**src/rtl/divider_pkg.sv**
```systemverilog
// Shared types and defaults for the iterative restoring divider.
package divider_pkg;

   typedef enum logic [1:0] {
      IDLE = 2'd0,
      BUSY = 2'd1,
      DONE = 2'd2
   } div_state_t;

   localparam int DIV_WIDTH_DEFAULT = 8;

endpackage

```
**src/rtl/cla_subtractor.sv**
```systemverilog
// Combinational carry-look-ahead subtractor: diff = a + ~b + 1.
// borrow is the inverted carry-out, i.e. set when a < b (unsigned).
module cla_subtractor #(
   parameter int N = 9
) (
   input  logic [N-1:0] a,
   input  logic [N-1:0] b,
   output logic [N-1:0] diff,
   output logic         borrow
);

   logic [N-1:0] p;
   logic [N-1:0] g;
   logic [N:0]   c;
   logic         acc;
   logic         term;

   // Per-bit propagate/generate against the inverted subtrahend.
   for (genvar i = 0; i < N; i++) begin : g_pg
      assign p[i] = a[i] ^ ~b[i];
      assign g[i] = a[i] & ~b[i];
   end

   // Flattened look-ahead: each carry is the OR of every generate term
   // propagated up to it, plus the carry-in of 1 propagated through all bits.
   always_comb begin
      c    = '0;
      acc  = 1'b0;
      term = 1'b0;
      c[0] = 1'b1;
      for (int i = 0; i < N; i++) begin
         acc = 1'b0;
         for (int j = 0; j <= i; j++) begin
            term = g[j];
            for (int k = j + 1; k <= i; k++) term = term & p[k];
            acc = acc | term;
         end
         term = 1'b1;
         for (int k = 0; k <= i; k++) term = term & p[k];
         c[i+1] = acc | term;
      end
   end

   assign diff   = p ^ c[N-1:0];
   assign borrow = ~c[N];

endmodule

```
**src/rtl/seq_restoring_divider.sv**
```systemverilog
// Multi-cycle unsigned restoring divider: one quotient bit per cycle,
// WIDTH cycles per operation, trial subtraction through a CLA subtractor.
module seq_restoring_divider
   import divider_pkg::*;
#(
   parameter int WIDTH = DIV_WIDTH_DEFAULT
) (
   input  logic             clk,
   input  logic             rst,
   input  logic             start,
   input  logic [WIDTH-1:0] dividend,
   input  logic [WIDTH-1:0] divisor,
   output logic             busy,
   output logic             done,
   output logic [WIDTH-1:0] quotient,
   output logic [WIDTH-1:0] remainder,
   output logic             div_by_zero
);

   localparam int               CNT_W = $clog2(WIDTH);
   localparam logic [CNT_W-1:0] LAST  = CNT_W'(WIDTH - 1);

   div_state_t       state;
   logic [CNT_W-1:0] cnt;
   logic [WIDTH:0]   r;     // partial remainder, one guard bit wide
   logic [WIDTH-1:0] q;     // dividend shifts out the top, quotient in the bottom
   logic [WIDTH-1:0] d;

   logic [WIDTH:0]   rs;
   logic [WIDTH:0]   diff;
   logic             borrow;
   logic [WIDTH:0]   r_next;
   logic [WIDTH-1:0] q_next;

   assign rs     = {r[WIDTH-1:0], q[WIDTH-1]};
   assign r_next = borrow ? rs : diff;
   assign q_next = {q[WIDTH-2:0], ~borrow};

   cla_subtractor #(.N(WIDTH + 1)) u_sub (
      .a      (rs),
      .b      ({1'b0, d}),
      .diff   (diff),
      .borrow (borrow)
   );

   assign busy = (state == BUSY);
   assign done = (state == DONE);

   // FSM, iteration datapath and result registers.
   always_ff @(posedge clk) begin
      if (rst) begin
         state       <= IDLE;
         cnt         <= '0;
         r           <= '0;
         q           <= '0;
         d           <= '0;
         quotient    <= '0;
         remainder   <= '0;
         div_by_zero <= 1'b0;
      end else begin
         case (state)
            IDLE, DONE: begin
               if (start) begin
                  r           <= '0;
                  q           <= dividend;
                  d           <= divisor;
                  cnt         <= '0;
                  div_by_zero <= 1'b0;
                  if (divisor == '0) begin
                     // No iterations: results are fixed and ready next cycle.
                     state       <= DONE;
                     quotient    <= '1;
                     remainder   <= dividend;
                     div_by_zero <= 1'b1;
                  end else begin
                     state <= BUSY;
                  end
               end else begin
                  state <= IDLE;
               end
            end
            BUSY: begin
               q   <= q_next;
               r   <= r_next;
               cnt <= cnt + 1'b1;
               if (cnt == LAST) begin
                  state     <= DONE;
                  quotient  <= q_next;
                  remainder <= r_next[WIDTH-1:0];
               end
            end
            default: state <= IDLE;
         endcase
      end
   end

endmodule

```
**config.mk**
```make
export PLATFORM = sky130hd
export DESIGN_NAME = seq_restoring_divider
export DESIGN_NICKNAME = d
export VERILOG_FILES = /design/src/rtl/divider_pkg.sv /design/src/rtl/cla_subtractor.sv /design/src/rtl/seq_restoring_divider.sv
export SDC_FILE = /design/constraint.sdc
export NUM_CORES = 1
export LEC_CHECK = 0
export CAP_MARGIN = 20
export CORE_MARGIN = 4
export CORE_UTILIZATION = 48
export DETAILED_ROUTE_END_ITERATION = 8
export PLACE_DENSITY = 0.74
export SKIP_CTS_REPAIR_TIMING = 1
export SKIP_LAST_GASP = 1
export SYNTH_ARGS = -nofsm -noshare
export SYNTH_HDL_FRONTEND = slang
export SYNTH_SLANG_ARGS = --single-unit
```
**constraint.sdc**
```tcl
create_clock -name clk -period 2 [get_ports clk]
set_input_delay 0.6 -clock clk [delete_from_list [all_inputs] [get_ports clk]]
set_output_delay 0.6 -clock clk [all_outputs]
set_load 0.005 [all_outputs]
```
# ---- Word-level counts from Yosys, hierarchy flattened
# Cells that the tools add are included.
dict set report word_totals {
  ff_bits 46
  input_bits 19
  out_inout_bits 19
}
dict set report op_classes {
  addsub 1
  eq_ne 6
  muxes 20
  bitwise_logic 107
  reduce_logical 7
}
# cell count
set ops {}
lappend ops {{2-to-1 mux 8 bit} 9}
lappend ops {{case mux 8 bit (2 select lines)} 4}
lappend ops {{AND 1 bit} 52}
lappend ops {{OR 1 bit} 37}
lappend ops {{inverter 1 bit} 9}
lappend ops {{logical NOT 8 bit} 1}
lappend ops {{XOR 1 bit} 8}
lappend ops {{XOR 8 bit} 1}
lappend ops {{2-to-1 mux 2 bit} 3}
lappend ops {{case mux 3 bit (2 select lines)} 1}
lappend ops {{inequality test 2 bit (second input constant)} 2}
lappend ops {{case mux 2 bit (2 select lines)} 1}
lappend ops {{AND reduction 2 bit} 2}
lappend ops {{AND reduction 4 bit} 1}
lappend ops {{adder 3 x 1 -> 3 bit (second input constant)} 1}
lappend ops {{== test 3 bit (second input constant)} 1}
lappend ops {{2-to-1 mux 3 bit} 1}
lappend ops {{== test 2 x 1 -> 1 bit (second input constant)} 1}
lappend ops {{== test 2 bit (second input constant)} 1}
lappend ops {{logical NOT 2 bit} 1}
lappend ops {{inequality test 2 x 1 -> 1 bit (second input constant)} 1}
lappend ops {{nonzero test 2 bit} 1}
lappend ops {{OR reduction 2 bit} 1}
lappend ops {{2-to-1 mux 1 bit} 1}

# ---- Logic depth before layout (Yosys ltp)
dict set report depth {
  word_depth 22
  mapped_depth 8
  mapped_depth_nobuf 8
}

# ---- Cells and area by module
# A second synthesis with hierarchy kept.
dict set report hier_totals {
  hier_cells 303
  hier_area_um2 2496.1
}
# mod instances cells_each area_per_inst_um2
set modules_own_cells {}
lappend modules_own_cells {seq_restoring_divider 1 251 2078.2}
lappend modules_own_cells {cla_subtractor 1 52 417.9}

# ---- Least setup slack after synthesis
# No wires, ideal clock.
dict set report synth_timing {
  path_kind {register to register}
  start {reg q[7]}
  end {reg remainder[6]}
  setup_ps 91
  arrival_ps 1825
  required_ps 1909
  slack_ps 84
  path_stages_with_launch 9
  n_path_buf 0
  synth_period_minus_slack_ps 1916
  path_cell_list {dfxtp_1 > inv_1 > ha_1 > o211ai_1 > a21oi_1 > a2111oi_2 > xnor2_1 > mux2i_1 > a311oi_1}
}
dict set report synth_between {
  elab_chain_cells 21
  elab_cells_between_ends 37
  cone_classes {mux: 3; bitwise: 34}
}
# element line
set synth_lines {}
lappend synth_lines {{from (decl)} seq_restoring_divider.sv:26} ;# logic [WIDTH-1:0] q;
lappend synth_lines {{from (signal assigned)} seq_restoring_divider.sv:65} ;# q <= dividend;
lappend synth_lines {{from (signal assigned)} seq_restoring_divider.sv:83} ;# q <= q_next;
lappend synth_lines {{AND 1 bit} cla_subtractor.sv:21} ;# assign g[i] = a[i] & ~b[i];
lappend synth_lines {{AND 1 bit (2 in series)} cla_subtractor.sv:35} ;# for (int k = j + 1; k <= i; k++) term = term & p[k];
lappend synth_lines {{AND 1 bit} --}
lappend synth_lines {{AND 1 bit (5 in series)} cla_subtractor.sv:35}
lappend synth_lines {{OR 1 bit (8 in series)} cla_subtractor.sv:36} ;# acc = acc | term;
lappend synth_lines {{OR 1 bit} cla_subtractor.sv:40} ;# c[i+1] = acc | term;
lappend synth_lines {{2-to-1 mux 8 bit *} seq_restoring_divider.sv:36} ;# assign r_next = borrow ? rs : diff;
lappend synth_lines {{2-to-1 mux 8 bit *} seq_restoring_divider.sv:86} ;# if (cnt == LAST) begin
lappend synth_lines {{case mux 8 bit (2 select lines) *} seq_restoring_divider.sv:61} ;# case (state)
lappend synth_lines {{to (signal assigned)} seq_restoring_divider.sv:73} ;# remainder <= dividend;
lappend synth_lines {{to (signal assigned)} seq_restoring_divider.sv:89} ;# remainder <= r_next[WIDTH-1:0];
lappend synth_lines {{to (decl)} seq_restoring_divider.sv:16} ;# output logic [WIDTH-1:0] remainder,
# Mark *: on every way between the ends. The rest lies on a longest branch, timed or not. The select of a mux whose other input is x is not followed.
# A chain may end at the register's enable or synchronous reset.

# ---- Worst setup path after layout
dict set report layout_timing {
  start {reg d[3]}
  end {reg remainder[1]}
}
dict set report layout_between {
  elab_chain_cells 20
  elab_cells_between_ends 44
  cone_classes {mux: 3; bitwise: 41}
}
# element line
set layout_lines {}
lappend layout_lines {{from (decl)} seq_restoring_divider.sv:27} ;# logic [WIDTH-1:0] d;
lappend layout_lines {{from (signal assigned)} seq_restoring_divider.sv:66} ;# d <= divisor;
lappend layout_lines {{inverter 1 bit *} {cla_subtractor.sv:20, cla_subtractor.sv:21}}
lappend layout_lines {{XOR 1 bit} cla_subtractor.sv:20} ;# assign p[i] = a[i] ^ ~b[i];
lappend layout_lines {{AND 1 bit, on equally long branches} --}
lappend layout_lines {{AND 1 bit (5 in series)} cla_subtractor.sv:35}
lappend layout_lines {{OR 1 bit (8 in series)} cla_subtractor.sv:36}
lappend layout_lines {{OR 1 bit *} cla_subtractor.sv:40}
lappend layout_lines {{2-to-1 mux 8 bit *} seq_restoring_divider.sv:36}
lappend layout_lines {{2-to-1 mux 8 bit *} seq_restoring_divider.sv:86}
lappend layout_lines {{case mux 8 bit (2 select lines) *} seq_restoring_divider.sv:61}
# Marks and branches as above.

==> impl_results.md <==
- Most frequent cell on the critical path: a211oi_2
- Critical Path Sink Type: flop
- Post-route setup TNS: 0 ns
- Hold path endpoint: d[5]
- Worst-Margin Slew: 0.4603 ns
- Min-delay src: d[5]
- CORE AREA: 4504 um2
- Synth warn: 0
- Root Buffer: clkbuf_8
- Share of the synthesized area in the top cell type: 0.4004
- Clk buf depth: 2
- Post-synth EDFFs: 0
- Worst Skew: between 0.01 and 0.015 ns
- WS Path Type: flop to flop
- R2R Path End: remainder[1]
- Die W: a little under 80 um
- Fin nets: 383
- Worst-Skew Late Latency: a little over 0.3 ns
- Setup crit start kind: flop
- Die height: slightly below 80 um
- DR vias: between 2000 and 2500
- Maximum vdd drop: ~0.76 mV
- DRT Wirelength: a little over 6000 um
- Global-route wire length before repair: just under 9000 um
- CP Max Fanout: 5
- Antenna violations before repair: 0
- Part of the Yosys area used for sequential elements: 0.4004
- Post-Syn Area: roughly 2300 um2
- Final hold violations: 0
- Most common cell in the netlist: dfxtp_1
- Commonest cells post-synth: dfxtp_1 (46), nand2_1 (44), nor2_1 (39), a21oi_1 (28), a211oi_1 (16)
- Hold Crit Class: flop to flop
- P_leak: between 1 and 1.5 nW
- Synth-to-layout area growth: 48.91%
- Initial DRT Pass Iterations: 4
- Worst EP arrival: about 2.2 ns
- CP Buf/Inv Count: 2
- CTS H-tree depth: 2
- Worst-path clk slew: around 0.090 ns
- Detailed-route vias per instance: between 5 and 6
- Io pins: 38
- Final period util: 0.9804
- Initial Utilization: 0.5106
- TritonCTS Buffers: 5
- Worst R2R Start: d[3]
- Placed cells: 388
- Top cells by area in the synthesized netlist: dfxtp_1 (40%), nand2_1 (7.2%), nor2_1 (6.4%), a21oi_1 (6.1%), ha_1 (6.0%)
- Max-cap check violation count: 0
- Routed Antenna Nets: 0
- R2R setup slack: between 0.03 and 0.04 ns
- Initial drt markers: 134
- DR DRC count: 0
- Post-Syn Nets: around 300
- Gpl congestion: about 0.84
- Post-synthesis cell type count: 40
- Worst Path Required: 2.24 ns
- Register-to-Register Path Depth: 9
- Die area: 5962 um2
- Congestion Overflow GR: 0
- Min Tclk post-route: 1.961 ns
- Clk sinks: 46
- Fmax: slightly above 0.5 GHz
- RSZ-0062 raised after global routing: true
- Share of layout cells above drive strength 1: 0.3051
- Hold path cells: 2
- Cell Chain, Critical Path: inv_2 > ha_4 > o21ai_0 > o21ai_1 > nand3_2 > buf_6 > a211oi_2 > a41oi_2 > a211oi_2
- Main synth FF type: dfxtp_1
- Vias in the first global route: around 2000
- N_diodes: 0
- CP max stage cell: dfxtp_2
- Std cell rows: 24
- Cells after Synth: 274
- Rel. slew slack: 0.6931
- Yosys reg bits: 46
- Async SR Flop Fraction: 0
- Cell taking the most area after synthesis: dfxtp_1
- Status: completed
- GRT Util Overall: 0.1843
- Final Instance Count excl. Fillers: about 410
- Routed WL per cell: approximately 15 um
- Family with the most delay on the worst path: compound AO/OA/AOI/OAI gates
- CTS tree: built
- Final slew viol count: 0
- PwrDens: roughly 750 nW/um2
- Syn avg cell area: 8.393 um2
- Number of port buffers: 37
- Hpwl dp: roughly 4000 um
- Final Setup Violations: 0
- Final Util: 0.7603
- Slowest cell delay on critical path: 0.35 ns
- Largest net degree at the start of global routing: 28
## cell type report
cell class              instances  area (um2)
multi-input cells             201        1451
fillers                       310        1080
flip-flops and latches         46       928.4
repair buffers                 88       843.3
clock buffers                   5       68.82
well taps                      52       65.06
inverters                      11       41.29
clock inverters                 3       26.28
## worst max-delay path by stage
stage | start | endpoint | cells after the start
2_1_floorplan | q[7] | remainder[6] | 8
3_3_place_gp | divisor[3] | remainder[0] | 7
3_5_place_dp | divisor[3] | remainder[1] | 8
4_1_cts | divisor[3] | remainder[1] | 8
5_1_grt | d[3] | remainder[1] | 9
6_report | d[3] | remainder[1] | 9
## power by group
group	total (mW)	leakage, nW	switching (mW)	internal, mW
logic	0.964	0.928	0.496	0.468
registers	1.00	0.377	0.0375	0.966
clock network	0.611	0.0495	0.352	0.260
## worst reg2reg max path, delay by kind of cell (launching register included)
family / cells / cell delay [ns]
AOI/OAI and AO/OA: 5 / 0.88
adders and majority gates: 1 / 0.28
buffers and inverters: 2 / 0.22
and+or+nand+nor: 1 / 0.18
DFF: 1 / 0.35
## cells by family (layout without fill, tap and decap cells)
logic type | Yosys count | after routing | share of synthesized area
AND/OR/NAND/NOR | 103 | 103 | 0.1964
multiplexers | 4 | 4 | 0.01741
adder cells (fa/ha/maj) | 11 | 11 | 0.05985
buffers and inverters | 27 | 107 | 0.07073
AO/OA/AOI/OAI | 77 | 77 | 0.2323
XOR/XNOR | 6 | 6 | 0.02285
flip-flops | 46 | 46 | 0.4004
## metrics by stage
step	area [um2]	power (mW)	hold WS [ns]	setup slack, ns
floorplan	2300	1.492	0.4363	0.08394
global placement	2947	1.763	0.4415	-0.4304
detailed placement	2947	1.775	0.4481	-0.4967
CTS	3042	2.386	0.4606	-0.1766
global route	3425	2.717	0.4829	-0.07106
finish	3425	2.579	0.4571	0.03919
## registers in the layout, indices dropped and copies added, names as in the netlist
name	flops
d	8
q	8
quotient	8
r	8
remainder	8
cnt	3
state	2
div_by_zero	1
## cell usage in the layout, fill, tap and decap left out, drive strengths merged, types with 7 or more instances in the layout
cell type / count
ha: 11
nor2: 41
inv: 14
a21oi: 28
buf: 49
a311oi: 12
o21ai: 8
dfxtp: 46
clkbuf: 7
dlymetal6s2s: 9
nand2: 45
a211oi: 17
clkdlybuf4s50: 28
## layer usage
| layer | vias up | share of wire | GRT usage |
|---|---|---|---|
| met5 | - | 0 | 0 |
| met4 | 0 | 0.016 | 0.06940 |
| met1 | 1047 | 0.44 | 0.2301 |
| met3 | 11 | 0.060 | 0.04450 |
| li1 | 1128 | - | - |
| met2 | 69 | 0.49 | 0.3057 |
Power figures use the tool's default switching activity.
